## src/rtl/cla_adder_pipe.sv

```systemverilog
// Pipelined carry-lookahead adder/subtractor with valid/ready handshake.
// Each stage resolves one bit slice from the carry registered by the stage before it.
module cla_adder_pipe #(
    parameter int WIDTH  = 32,
    parameter int BLOCK  = 4,
    parameter int STAGES = 2
) (
    input  logic             clk,
    input  logic             rst,
    input  logic             in_valid,
    output logic             in_ready,
    input  logic [WIDTH-1:0] a,
    input  logic [WIDTH-1:0] b,
    input  logic             cin,
    input  logic             sub,
    output logic             out_valid,
    input  logic             out_ready,
    output logic [WIDTH-1:0] sum,
    output logic             cout,
    output logic             ovf
);

    localparam int SL = WIDTH / STAGES;
    localparam int NG = SL / BLOCK;

    logic [WIDTH-1:0] bx;
    logic             c0;

    assign bx = b ^ {WIDTH{sub}};
    assign c0 = cin ^ sub;

    // Group G/P give the carry into the next group; bit carries stay within a group.
    function automatic logic [SL:0] resolve(
        input logic [SL-1:0] x,
        input logic [SL-1:0] y,
        input logic          ci
    );
        logic [SL-1:0] g;
        logic [SL-1:0] p;
        logic [SL-1:0] s;
        logic          c;
        logic          gc;
        logic          gg;
        logic          gp;
        g = x & y;
        p = x ^ y;
        s = '0;
        c = ci;
        for (int i = 0; i < NG; i++) begin
            gg = 1'b0;
            gp = 1'b1;
            gc = c;
            for (int j = 0; j < BLOCK; j++) begin
                s[i*BLOCK+j] = p[i*BLOCK+j] ^ gc;
                gc = g[i*BLOCK+j] | (p[i*BLOCK+j] & gc);
                gg = g[i*BLOCK+j] | (p[i*BLOCK+j] & gg);
                gp = gp & p[i*BLOCK+j];
            end
            c = gg | (gp & c);
        end
        return {c, s};
    endfunction

    for (genvar k = 0; k < STAGES; k++) begin : g_st
        localparam int SW = (k + 1) * SL;

        logic [SL-1:0] xa;
        logic [SL-1:0] xb;
        logic          xc;
        logic          src_v;
        logic [SW-1:0] s_d;
        logic [SL:0]   r;
        logic          adv;
        logic          v_q;
        logic          c_q;
        logic [SW-1:0] s_q;

        if (k == 0) begin : g_in
            assign src_v = in_valid;
            assign xa    = a[SL-1:0];
            assign xb    = bx[SL-1:0];
            assign xc    = c0;
            assign s_d   = r[SL-1:0];
        end else begin : g_in
            assign src_v = g_st[k-1].v_q;
            assign xa    = g_st[k-1].g_op.ra_q[SL-1:0];
            assign xb    = g_st[k-1].g_op.rb_q[SL-1:0];
            assign xc    = g_st[k-1].c_q;
            assign s_d   = {r[SL-1:0], g_st[k-1].s_q};
        end

        assign r = resolve(xa, xb, xc);

        if (k == STAGES - 1) begin : g_adv
            assign adv = !v_q || out_ready;
        end else begin : g_adv
            assign adv = !v_q || g_st[k+1].adv;
        end

        always_ff @(posedge clk) begin
            if (rst) begin
                v_q <= 1'b0;
                c_q <= 1'b0;
                s_q <= '0;
            end else if (adv) begin
                v_q <= src_v;
                if (src_v) begin
                    c_q <= r[SL];
                    s_q <= s_d;
                end
            end
        end

        // Unresolved upper operand bits travel with the op.
        if (k < STAGES - 1) begin : g_op
            localparam int RW = WIDTH - SW;
            logic [RW-1:0] ra_d;
            logic [RW-1:0] rb_d;
            logic [RW-1:0] ra_q;
            logic [RW-1:0] rb_q;

            if (k == 0) begin : g_src
                assign ra_d = a[WIDTH-1:SL];
                assign rb_d = bx[WIDTH-1:SL];
            end else begin : g_src
                assign ra_d = g_st[k-1].g_op.ra_q[WIDTH-k*SL-1:SL];
                assign rb_d = g_st[k-1].g_op.rb_q[WIDTH-k*SL-1:SL];
            end

            always_ff @(posedge clk) begin
                if (rst) begin
                    ra_q <= '0;
                    rb_q <= '0;
                end else if (adv && src_v) begin
                    ra_q <= ra_d;
                    rb_q <= rb_d;
                end
            end
        end

        if (k == STAGES - 1) begin : g_last
            logic o_q;
            always_ff @(posedge clk) begin
                if (rst) begin
                    o_q <= 1'b0;
                end else if (adv && src_v) begin
                    o_q <= (xa[SL-1] == xb[SL-1]) && (r[SL-1] != xa[SL-1]);
                end
            end
        end
    end

    assign in_ready  = g_st[0].adv;
    assign out_valid = g_st[STAGES-1].v_q;
    assign sum       = g_st[STAGES-1].s_q;
    assign cout      = g_st[STAGES-1].c_q;
    assign ovf       = g_st[STAGES-1].g_last.o_q;

endmodule
```

## config.mk

```make
export PLATFORM = sky130hd
export DESIGN_NAME = cla_adder_pipe
export DESIGN_NICKNAME = d
export VERILOG_FILES = /design/src/rtl/cla_adder_pipe.sv
export SDC_FILE = /design/constraint.sdc
export NUM_CORES = 1
export LEC_CHECK = 0
export ABC_AREA = 1
export ABC_CLOCK_PERIOD_IN_PS = 5500
export CAP_MARGIN = 10
export CORE_UTILIZATION = 54
export CTS_CLUSTER_DIAMETER = 150
export DETAILED_ROUTE_END_ITERATION = 10
export PLACE_DENSITY = 0.95
export SLEW_MARGIN = 20
export SYNTH_ARGS = -nofsm -noshare
export SYNTH_HDL_FRONTEND = slang
export SYNTH_SLANG_ARGS = --single-unit
```

## constraint.sdc

```tcl
create_clock -name clk -period 5.5 [get_ports clk]
set_input_delay 0.825 -clock clk [delete_from_list [all_inputs] [get_ports clk]]
set_output_delay 0.825 -clock clk [all_outputs]
set_load 0.1 [all_outputs]
```

==> reports/metrics.cfg, run 1 <==
[timing]
timing.final.setup_violations=0
clock.fmax_mhz=225
setup_tns_ns=0
timing.final.crit_period_ns=4.44
timing.final.hold_violations=0
worst_clock_skew_ns=0.00640
timing_worst_slew_pin_value_ns=1.02
min_period_over_period_pct=80.8
timing.final.ws_setup_ns=1.06
rsz0062_at_grt=false
timing.slew.headroom_pct=31.5
final_number_of_max_transition_violations=0

[power]
power-per-cell-area_mw_per_mm2=292
power.leakage_nw=2.48
ir_drop_mv=0.130

[detailed_routing]
drc_errors_left=0
antenna_violating_nets_post_route=0
drt_first_iter_violations=210
wl_per_cell_um=15.0
vias=3947
route.detailed.vias_per_inst=5.35
first_drt_pass_iteration_count=4
drt-total-wl_mm=11.0

[clocking]
clockRootBuffer=clkbuf_8
cts_made_buffers=9
cts.repair_timing.setup_buffer_count=0
clock_sink_count=85
tritoncts_clock_tree=done
clock_tree.buffer_depth=2
post_cts_resize_count=0
clkLatencyLatePin_ns=0.37
hold_bufs_at_cts=0
h-tree-depth=3
clock_transition_at_the_registers_of_the_reported_paths_ns=0.09

[finish]
layout_commonest_cell=clkdlybuf4s50_1
most-common-layout-cells=clkdlybuf4s50_1 (104), dfxtp_1 (85), nor2_1 (84)
diodes=0
design_area_mm2=0.00580
utilization_pct=70.9
final_layout_size_suffix_gt1_share_pct=3.95
nFillCells=588
finalNetCount=754
area_growth_pct=27.6

[setup_path]
crit_path_launch_type=input port
cell_chain_critical_path=buf_2 -> xnor2_1 -> inv_1 -> ha_1 -> nand2_1 -> nor2_1 -> a21oi_2 -> nand2_1 -> nand2_1 -> nand2_1 -> nand2_1 -> nand2_1 -> inv_1 -> fa_1 -> fa_1 -> fa_1 -> xnor2_1 -> o21ai_0 -> a21oi_1
worstSetupStartpoint=sub
crit-reg2reg-launch=g_st[0].g_op.ra_q[1]
worst-endpoint-arrival_ns=4.67
path_buf_inv=3
critPathMaxStageDelay_ns=0.73
timing.critical_path.required_ns=5.73
slowest_stage=buf_2
critical_path.endpoint_type=flip-flop
timing.reg2reg.worst_path_depth=15
r2r-end=ovf
r2r_slack_ns=2.48
timing.critical_path.mode_cell=nand2_1
worst_path_class_setup=input port to flip-flop
worst_path_dominant_cell_family=adder cells
critical_path_cell_count=19
timing.critical_path.fanout_max=34

[floorplan]
die_h_um=93.7
dieWidth_um=93.7
fp.coreArea_mm2=0.00818
initial_utilization_pct=55.6
row_count=33
fp.dieArea_mm2=0.00879
floorplan.io_pins=106

[synth]
synth.ff_latch_count=85
postSynthNetCount=665
synth_cells=539
synth-warning-count=0
post_synthesis_cell_area_mm2=0.00454
post_synth_num_cell_types=27
synthesis.area_per_instance_um2=8.43
synth_sequential_area_ratio_pct=37.4

[grt]
grt_use_total_pct=26.4
grt_antenna_before_repair=0
largest_net_degree_at_the_start_of_global_routing=83
grt_overflow_total=0
wire_length_of_the_first_global_routing_pass_mm=17.8
vias_in_the_first_global_route=3913

[run_status]
run_status=complete, no violations

[place]
dpl.hpwl_mm=7.99
numPortBuffers=105
placedInstanceArea_mm2=0.00560
dp_slack_ns=0.708
placer_s_final_routability_congestion_estimate=0.851

[hold_path]
hold_path_depth=2
worstHoldEndpoint=sum[7]
worst_hold_path_type=flip-flop to flip-flop
holdCritStartpoint=g_st[0].s_q[7]

[job]
cap_viol_max_count=0

cell families after synthesis:
group | count (synthesis) | share of synthesized area, %
AOI/OAI and AO/OA | 147 | 16.7
xor gates and xnor gates | 41 | 7.90
adders and majority gates | 56 | 19.4
buffers and inverters | 80 | 7.24
and+or+nand+nor | 130 | 11.3
DFF | 85 | 37.4
worst reg2reg max path, stage by stage (launching register included):
cell and delay (ns):
dfxtp_1 0.42, ha_1 0.28, nand2_1 0.07, nand2_1 0.04, nand2_1 0.08, nand3_1 0.08, nand3b_1 0.09, nand2_1 0.09
nand2_1 0.08, nand2_1 0.08, fa_1 0.38, fa_1 0.40, fa_1 0.43, xor2_1 0.15, nand3_1 0.12, a21oi_1 0.16
how the worst max path moves through the flow:
| stage | to | slack [ns] |
|---|---|---|
| after floorplan | g_st[0].s_q[15] | 1.57 |
| after global placement | g_st[0].s_q[15] | 1.03 |
| after detailed placement | g_st[0].s_q[15] | 0.71 |
| after CTS | g_st[0].s_q[15] | 1.10 |
| after global routing | g_st[0].s_q[15] | 0.90 |
| final | g_st[0].s_q[15] | 1.06 |
registers in the layout (all words and copies together) (netlist names):
| name | flops |
|---|---|
| g_st.s_q | 16 |
| g_st.v_q | 1 |
| cout | 1 |
| sum | 32 |
| g_st.g_op.rb_q | 16 |
| g_st.c_q | 1 |
| ovf | 1 |
| g_st.g_op.ra_q | 16 |
| out_valid | 1 |
metal layers:
layer  track usage (%)  vias up  wire length [um]
met5                 0        -                 0
met4              13.2        0               461
met3              5.74       43               666
met2              45.3      153              5460
met1              31.1     1829              4450
li1                  -     1922                 -
cells in the mapped netlist:
| cell type | instances | share of area [%] |
|---|---|---|
| o21a_1 | 2 | 0.33 |
| buf_6 | 1 | 0.25 |
| a211oi_1 | 2 | 0.33 |
| o21ai_0 | 79 | 8.7 |
| o21ai_1 | 3 | 0.33 |
| buf_4 | 2 | 0.33 |
| nand2_2 | 1 | 0.14 |
| a31oi_1 | 2 | 0.28 |
| nand3_1 | 6 | 0.66 |
| o21bai_1 | 2 | 0.33 |
| nand2_1 | 35 | 2.9 |
| nand3_2 | 1 | 0.22 |
| ha_1 | 32 | 8.8 |
| a21oi_1 | 55 | 6.1 |
| inv_1 | 49 | 4.0 |
| nand3b_1 | 1 | 0.17 |
| inv_2 | 2 | 0.17 |
| dfxtp_1 | 85 | 37 |
| xor2_1 | 6 | 1.2 |
| fa_1 | 24 | 11 |
| buf_2 | 11 | 1.2 |
| nor2_1 | 84 | 6.9 |
| xnor2_1 | 35 | 6.7 |
| a21oi_2 | 2 | 0.39 |
| clkbuf_1 | 14 | 1.2 |
| clkinv_1 | 1 | 0.083 |
| nand4_1 | 2 | 0.28 |
final cells by class:
| type | count | area [um2] | area share (%) |
|---|---|---|---|
| inverters | 52 | 195 | 3.37 |
| multi-input cells | 374 | 2510 | 43.3 |
| flip-flops and latches | 85 | 1700 | 29.3 |
| repair buffers | 106 | 1050 | 18.2 |
| clock inverters | 7 | 80.1 | 1.38 |
| clock buffers | 9 | 124 | 2.14 |
| well taps | 105 | 131 | 2.27 |
power by group:
part	internal [mW]	switching (mW)	total, mW
combinational	0.192	0.332	0.523
clock	0.216	0.247	0.463
sequential	0.668	0.0364	0.705
total	1.08	0.616	1.69
through the flow:
stage	total power, mW	hold slack, ns	instances
global route	1.78	0.486	738
CTS	1.69	0.463	738
global placement	1.21	0.440	722
finish	1.69	0.463	738
detailed placement	1.23	0.451	722
floorplan	1.07	0.430	539
Note: power is estimated with default switching activity, not from simulation.
==> inputs of run 2 (changes only) <==
--- a/config.mk
+++ b/config.mk
@@ -6,12 +6,12 @@
 export NUM_CORES = 1
 export LEC_CHECK = 0
 export ABC_AREA = 1
-export ABC_CLOCK_PERIOD_IN_PS = 5500
+export ABC_CLOCK_PERIOD_IN_PS = 3850
 export CAP_MARGIN = 10
-export CORE_UTILIZATION = 54
+export CORE_UTILIZATION = 46
 export CTS_CLUSTER_DIAMETER = 150
 export DETAILED_ROUTE_END_ITERATION = 10
-export PLACE_DENSITY = 0.95
+export PLACE_DENSITY = 0.88
 export SLEW_MARGIN = 20
 export SYNTH_ARGS = -nofsm -noshare
 export SYNTH_HDL_FRONTEND = slang
==> constraint.sdc (replaced) <==
create_clock -name clk -period 3.85 [get_ports clk]
set_input_delay 0.5775 -clock clk [delete_from_list [all_inputs] [get_ports clk]]
set_output_delay 0.5775 -clock clk [all_outputs]
set_load 0.1 [all_outputs]
==> reports/metrics.cfg, run 2 (same netlist as run 1, synthesis figures left out) <==
[floorplan]
fp.coreArea_mm2=0.00942  ; +15%
initial_utilization_pct=48.3  ; -7.3 points
floorplan.io_pins=106  ; unchanged
fp.dieArea_mm2=0.0103  ; +17%
row_count=35  ; +6.1%
dieWidth_um=101  ; +8.2%
die_h_um=101  ; +8.2%

[place]
placer_s_final_routability_congestion_estimate=0.887  ; +4.2%
numPortBuffers=105  ; unchanged
dp_slack_ns=-0.172  ; -0.879 ns
dpl.hpwl_mm=7.51  ; -6.1%

[detailed_routing]
route.detailed.vias_per_inst=5.02  ; -6.2%
antenna_violating_nets_post_route=0  ; unchanged
drt_first_iter_violations=88  ; -58%
drc_errors_left=0  ; unchanged
wl_per_cell_um=13.1  ; -12%
drt-total-wl_mm=10.1  ; -8.5%
vias=3864  ; -2.1%
first_drt_pass_iteration_count=5  ; +1

[timing]
clock.fmax_mhz=279
timing.slew.headroom_pct=32.6  ; +1.1 points
worst_clock_skew_ns=0.00988  ; +0.00348 ns
timing.final.hold_violations=0  ; unchanged
final_number_of_max_transition_violations=0  ; unchanged
rsz0062_at_grt=false
timing_worst_slew_pin_value_ns=1.01  ; -0.0153 ns
timing.hold.ws_ns=0.463  ; -0.000181 ns
timing.final.setup_violations=0  ; unchanged
timing.final.crit_period_ns=3.58
min_period_over_period_pct=92.9
timing.final.ws_setup_ns=0.272  ; -0.787 ns

[grt]
largest_net_degree_at_the_start_of_global_routing=83  ; unchanged
grt_use_total_pct=20.9  ; -5.5 points
grt_antenna_before_repair=0  ; unchanged
grt_overflow_total=0  ; unchanged
vias_in_the_first_global_route=3879  ; -0.87%
wire_length_of_the_first_global_routing_pass_mm=16.9  ; -5.2%

[run_status]
run_status=complete, no violations

[power]
power-per-cell-area_mw_per_mm2=397  ; +36%
ir_drop_mv=0.156  ; +19%
totalPowerFinal_mw=2.34  ; +38%
power.leakage_nw=2.52  ; +1.9%

[setup_path]
crit_path_launch_type=input port
r2r-end=ovf
timing.critical_path.required_ns=4.14  ; -1.59 ns
worst_path_class_setup=input port to flip-flop
timing.reg2reg.worst_path_depth=15  ; unchanged
critical_path.endpoint_type=flip-flop
worst-endpoint-arrival_ns=3.86  ; -0.81 ns
timing.critical_path.fanout_max=3  ; -91%
r2r_slack_ns=0.94  ; -1.54 ns
crit-reg2reg-launch=g_st[0].g_op.ra_q[1]

[clocking]
cts.repair_timing.setup_buffer_count=0  ; unchanged
post_cts_resize_count=0  ; unchanged
clkLatencyLatePin_ns=0.35  ; -0.02 ns
clock_sink_count=85  ; unchanged
cts_made_buffers=9  ; unchanged
hold_bufs_at_cts=0  ; unchanged
clock_tree.buffer_depth=2  ; unchanged
tritoncts_clock_tree=done
clock_transition_at_the_registers_of_the_reported_paths_ns=0.08  ; about the same
clockRootBuffer=clkbuf_8
h-tree-depth=3  ; unchanged

[finish]
area_growth_pct=29.5
final_layout_size_suffix_gt1_share_pct=5.62  ; +1.7 points
layout_commonest_cell=clkdlybuf4s50_1
diodes=0  ; unchanged
most-common-layout-cells=clkdlybuf4s50_1 (103), dfxtp_1 (85), nor2_1 (83)
utilization_pct=62.5  ; -8.5 points
largest_reg_flops=32  ; unchanged
finalNetCount=763  ; +1.2%

[hold_path]
hold_path_depth=2  ; unchanged
worstHoldEndpoint=g_st[0].s_q[3]
worst_hold_path_type=flip-flop to flip-flop
holdCritStartpoint=g_st[0].s_q[3]

[job]
cap_viol_max_count=0  ; unchanged

-- run 2: power breakdown --
part / internal, mW / switching [mW]
Combinational: 0.276 / 0.455
Sequential: 0.955 / 0.0500
Clock: 0.293 / 0.306
Total: 1.52 / 0.811
-- run 2: metal layers --
layer  global-route usage (%)  wire [um]
met1                     23.3       4250
met2                     38.9       5150
met3                     5.04        566
met4                     7.13        140
met5                        0          0
-- run 2: worst max path at each step --
stage | startpoint | endpoint | slack [ns] | cells after the start
3_3_place_gp | b[2] | g_st[0].s_q[15] | -0.06 | 19
5_1_grt | b[2] | g_st[0].s_q[15] | 0.02 | 19
6_report | b[2] | g_st[0].s_q[15] | 0.27 | 19
4_1_cts | b[2] | g_st[0].s_q[15] | 0.21 | 19
3_5_place_dp | b[2] | g_st[0].s_q[15] | -0.17 | 19
2_1_floorplan | sub | g_st[0].s_q[15] | 0.17 | 20
-- run 2: critical path: stages --
cell	delay [ns]
clkdlybuf4s50_1	0.47
xnor2_1	0.14
inv_1	0.07
ha_1	0.31
nand2_1	0.07
nor2_2	0.12
a21oi_2	0.06
nand2_1	0.09
nand2_1	0.06
nand2_1	0.08
nand2_1	0.06
nand2_1	0.07
inv_1	0.06
fa_1	0.42
fa_2	0.38
fa_1	0.41
xnor2_1	0.17
o21ai_0	0.09
a21oi_1	0.16
-- run 2: stage by stage --
step | setup TNS [ns] | std cells | area, um2
3_3_place_gp | -0.0618 | 755 | 5690
6_report | 0 | 770 | 5880
2_1_floorplan | 0 | 539 | 4540
3_5_place_dp | -0.188 | 755 | 5690
5_1_grt | 0 | 770 | 5880
4_1_cts | 0 | 770 | 5870
-- run 2: final cells by class --
| type | instances | area (um2) |
|---|---|---|
| multi-input combinational | 374 | 2530 |
| tap | 129 | 161 |
| inverter | 52 | 195 |
| clock buffer | 10 | 128 |
| sequential | 85 | 1700 |
| fill | 768 | 3530 |
| clock inverter | 5 | 52.6 |
| timing repair buffer | 115 | 1120 |
==> inputs of run 3 (changes only) <==
--- a/config.mk
+++ b/config.mk
@@ -11,7 +11,9 @@
 export CORE_UTILIZATION = 46
 export CTS_CLUSTER_DIAMETER = 150
 export DETAILED_ROUTE_END_ITERATION = 10
+export GPL_TIMING_DRIVEN = 0
 export PLACE_DENSITY = 0.88
+export RECOVER_POWER = 50
 export SLEW_MARGIN = 20
 export SYNTH_ARGS = -nofsm -noshare
 export SYNTH_HDL_FRONTEND = slang
==> reports/metrics.cfg, run 3 (same netlist as run 1, synthesis figures left out) <==
[place]
numPortBuffers=104  ; -0.95%
dp_slack_ns=-0.199  ; -0.0273 ns
placer_s_final_routability_congestion_estimate=0.879  ; -0.92%
place.detailed.instances=772  ; +2.3%
dpl.hpwl_mm=9.31  ; +24%
placedInstanceArea_mm2=0.00575  ; +0.99%

[grt]
grt_antenna_before_repair=0  ; unchanged
grt_overflow_total=0  ; unchanged
wire_length_of_the_first_global_routing_pass_mm=19.2  ; +14%
largest_net_degree_at_the_start_of_global_routing=15  ; -82%
vias_in_the_first_global_route=4178  ; +7.7%
grt_use_total_pct=24.8  ; +3.9 points

[finish]
largest_reg_flops=32  ; unchanged
final_layout_size_suffix_gt1_share_pct=5.01  ; -0.61 points
area_growth_pct=32.5
most-common-layout-cells=clkdlybuf4s50_1 (102), dfxtp_1 (85), nor2_1 (84)
finalNonFillerCells=788  ; +2.3%
finalNetCount=780  ; +2.2%
diodes=0  ; unchanged
layout_commonest_cell=clkdlybuf4s50_1
design_area_mm2=0.00602  ; +2.3%
utilization_pct=63.9  ; +1.4 points

[floorplan]
die_h_um=101  ; unchanged
fp.dieArea_mm2=0.0103  ; unchanged
floorplan.io_pins=106  ; unchanged
fp.coreArea_mm2=0.00942  ; unchanged
dieWidth_um=101  ; unchanged
initial_utilization_pct=48.3  ; unchanged
row_count=35  ; unchanged

[power]
totalPowerFinal_mw=2.58  ; +10%
ir_drop_mv=0.249  ; +60%
power.leakage_nw=2.58  ; +2.2%
power-per-cell-area_mw_per_mm2=428  ; +7.9%

[detailed_routing]
antenna_violating_nets_post_route=0  ; unchanged
drt_first_iter_violations=223  ; +150%
route.detailed.vias_per_inst=5.23  ; +4.2%
drc_errors_left=0  ; unchanged
drt-total-wl_mm=12.1  ; +20%
wl_per_cell_um=15.4  ; +17%
first_drt_pass_iteration_count=6  ; +1
vias=4120  ; +6.6%

[timing]
timing.final.crit_period_ns=3.56  ; -0.0137 ns
setup_tns_ns=0  ; unchanged
timing.final.ws_setup_ns=0.285  ; +0.0137 ns
final_number_of_max_transition_violations=0  ; unchanged
timing.slew.headroom_pct=31.0  ; -1.6 points
min_period_over_period_pct=92.6  ; -0.36 points
clock.fmax_mhz=281  ; +0.39%
timing.hold.ws_ns=0.464  ; +0.000956 ns
timing.final.setup_violations=0  ; unchanged
worst_clock_skew_ns=0.00795  ; -0.00193 ns
timing.final.hold_violations=0  ; unchanged
rsz0062_at_grt=false
timing_worst_slew_pin_value_ns=1.03  ; +0.0223 ns

[clocking]
clockRootBuffer=clkbuf_8
cts_made_buffers=9  ; unchanged
h-tree-depth=3  ; unchanged
tritoncts_clock_tree=done
clock_tree.buffer_depth=2  ; unchanged
clock_transition_at_the_registers_of_the_reported_paths_ns=0.08  ; about the same
clkLatencyLatePin_ns=0.37  ; +0.02 ns
clock_sink_count=85  ; unchanged
hold_bufs_at_cts=0  ; unchanged

[setup_path]
worst-endpoint-arrival_ns=3.80  ; -0.06 ns
worst_path_class_setup=input port to flip-flop
critPathMaxStageDelay_ns=0.52  ; +0.05 ns
timing.critical_path.fanout_max=3  ; unchanged
timing.critical_path.mode_cell=nand2_1
slowest_stage=clkdlybuf4s50_1
crit_path_launch_type=input port
timing.critical_path.required_ns=4.08  ; -0.06 ns
cell_chain_critical_path=clkdlybuf4s50_1 -> xnor2_2 -> inv_1 -> ha_1 -> nand2_1 -> nor2_1 -> a21oi_2 -> nand2_1 -> nand2_1 -> nand2_1 -> nand2_1 -> nand2_1 -> inv_1 -> fa_2 -> fa_2 -> fa_1 -> xnor2_1 -> o21ai_0 -> a21oi_1
critical_path.endpoint_type=flip-flop

[run_status]
run_status=complete, no violations

[job]
cap_viol_max_count=0  ; unchanged

[hold_path]
worst_hold_path_type=flip-flop to flip-flop

-- run 3: cell types whose count changed in the layout (fill, tap and decap cells not counted), moves of 2 or more --
| cell | before | now |
|---|---|---|
| clkbuf_1 | 1 | 19 |
| buf_4 | 11 | 0 |
| buf_2 | 1 | 7 |
| bufinv_16 | 1 | 4 |
| dlygate4sd3_1 | 0 | 2 |
| inv_2 | 3 | 1 |
| xnor2_1 | 34 | 32 |
| xnor2_2 | 1 | 3 |
-- run 3: worst paths after layout --
check | from | to | slack (ns) | depth (start not counted)
setup / recovery | b[2] | g_st[0].s_q[15] | 0.29 | 19
hold / removal | g_st[0].s_q[7] | g_st[0].s_q[7] | 0.46 | 2
setup reg to reg | g_st[0].g_op.ra_q[1] | ovf | 0.81 | 15
hold reg to reg | g_st[0].s_q[7] | g_st[0].s_q[7] | 0.46 | 2
-- run 3: metal layers --
layer / GRT usage [%] / share of wire [%]
met3: 3.24 / 6.1
met1: 25.5 / 38
met2: 49.2 / 53
met5: 0 / 0
met4: 11.7 / 2.8
-- run 3: power by group --
part | switching, mW | internal [mW] | leakage [nW]
Combinational | 0.474 | 0.274 | 1.75
Sequential | 0.0526 | 0.955 | 0.704
Clock | 0.328 | 0.494 | 0.129
Total | 0.854 | 1.72 | 2.58
-- run 3: cell type report --
type / instances / area [um2]
inverters: 52 / 195
flip-flops and latches: 85 / 1700
well taps: 129 / 161
multi-input cells: 374 / 2530
repair buffers: 104 / 1040
clock inverters: 7 / 138
clock buffers: 9 / 124
fillers: 782 / 3400
plain buffers: 28 / 125
-- run 3: repair_timing --
action                     in CTS  in global routing
buffers inserted                0                  0
resized for setup               0                  7
setup endpoints to repair       0                  1
-- run 3: critical path: cells and delay by family --
kind                       cells  cell delay [ns]
adders and majority gates      4             1.45
and+or+nand+nor                7             0.56
AOI/OAI and AO/OA              3             0.28
buffers and inverters          3             0.65
xor gates and xnor gates       2             0.29
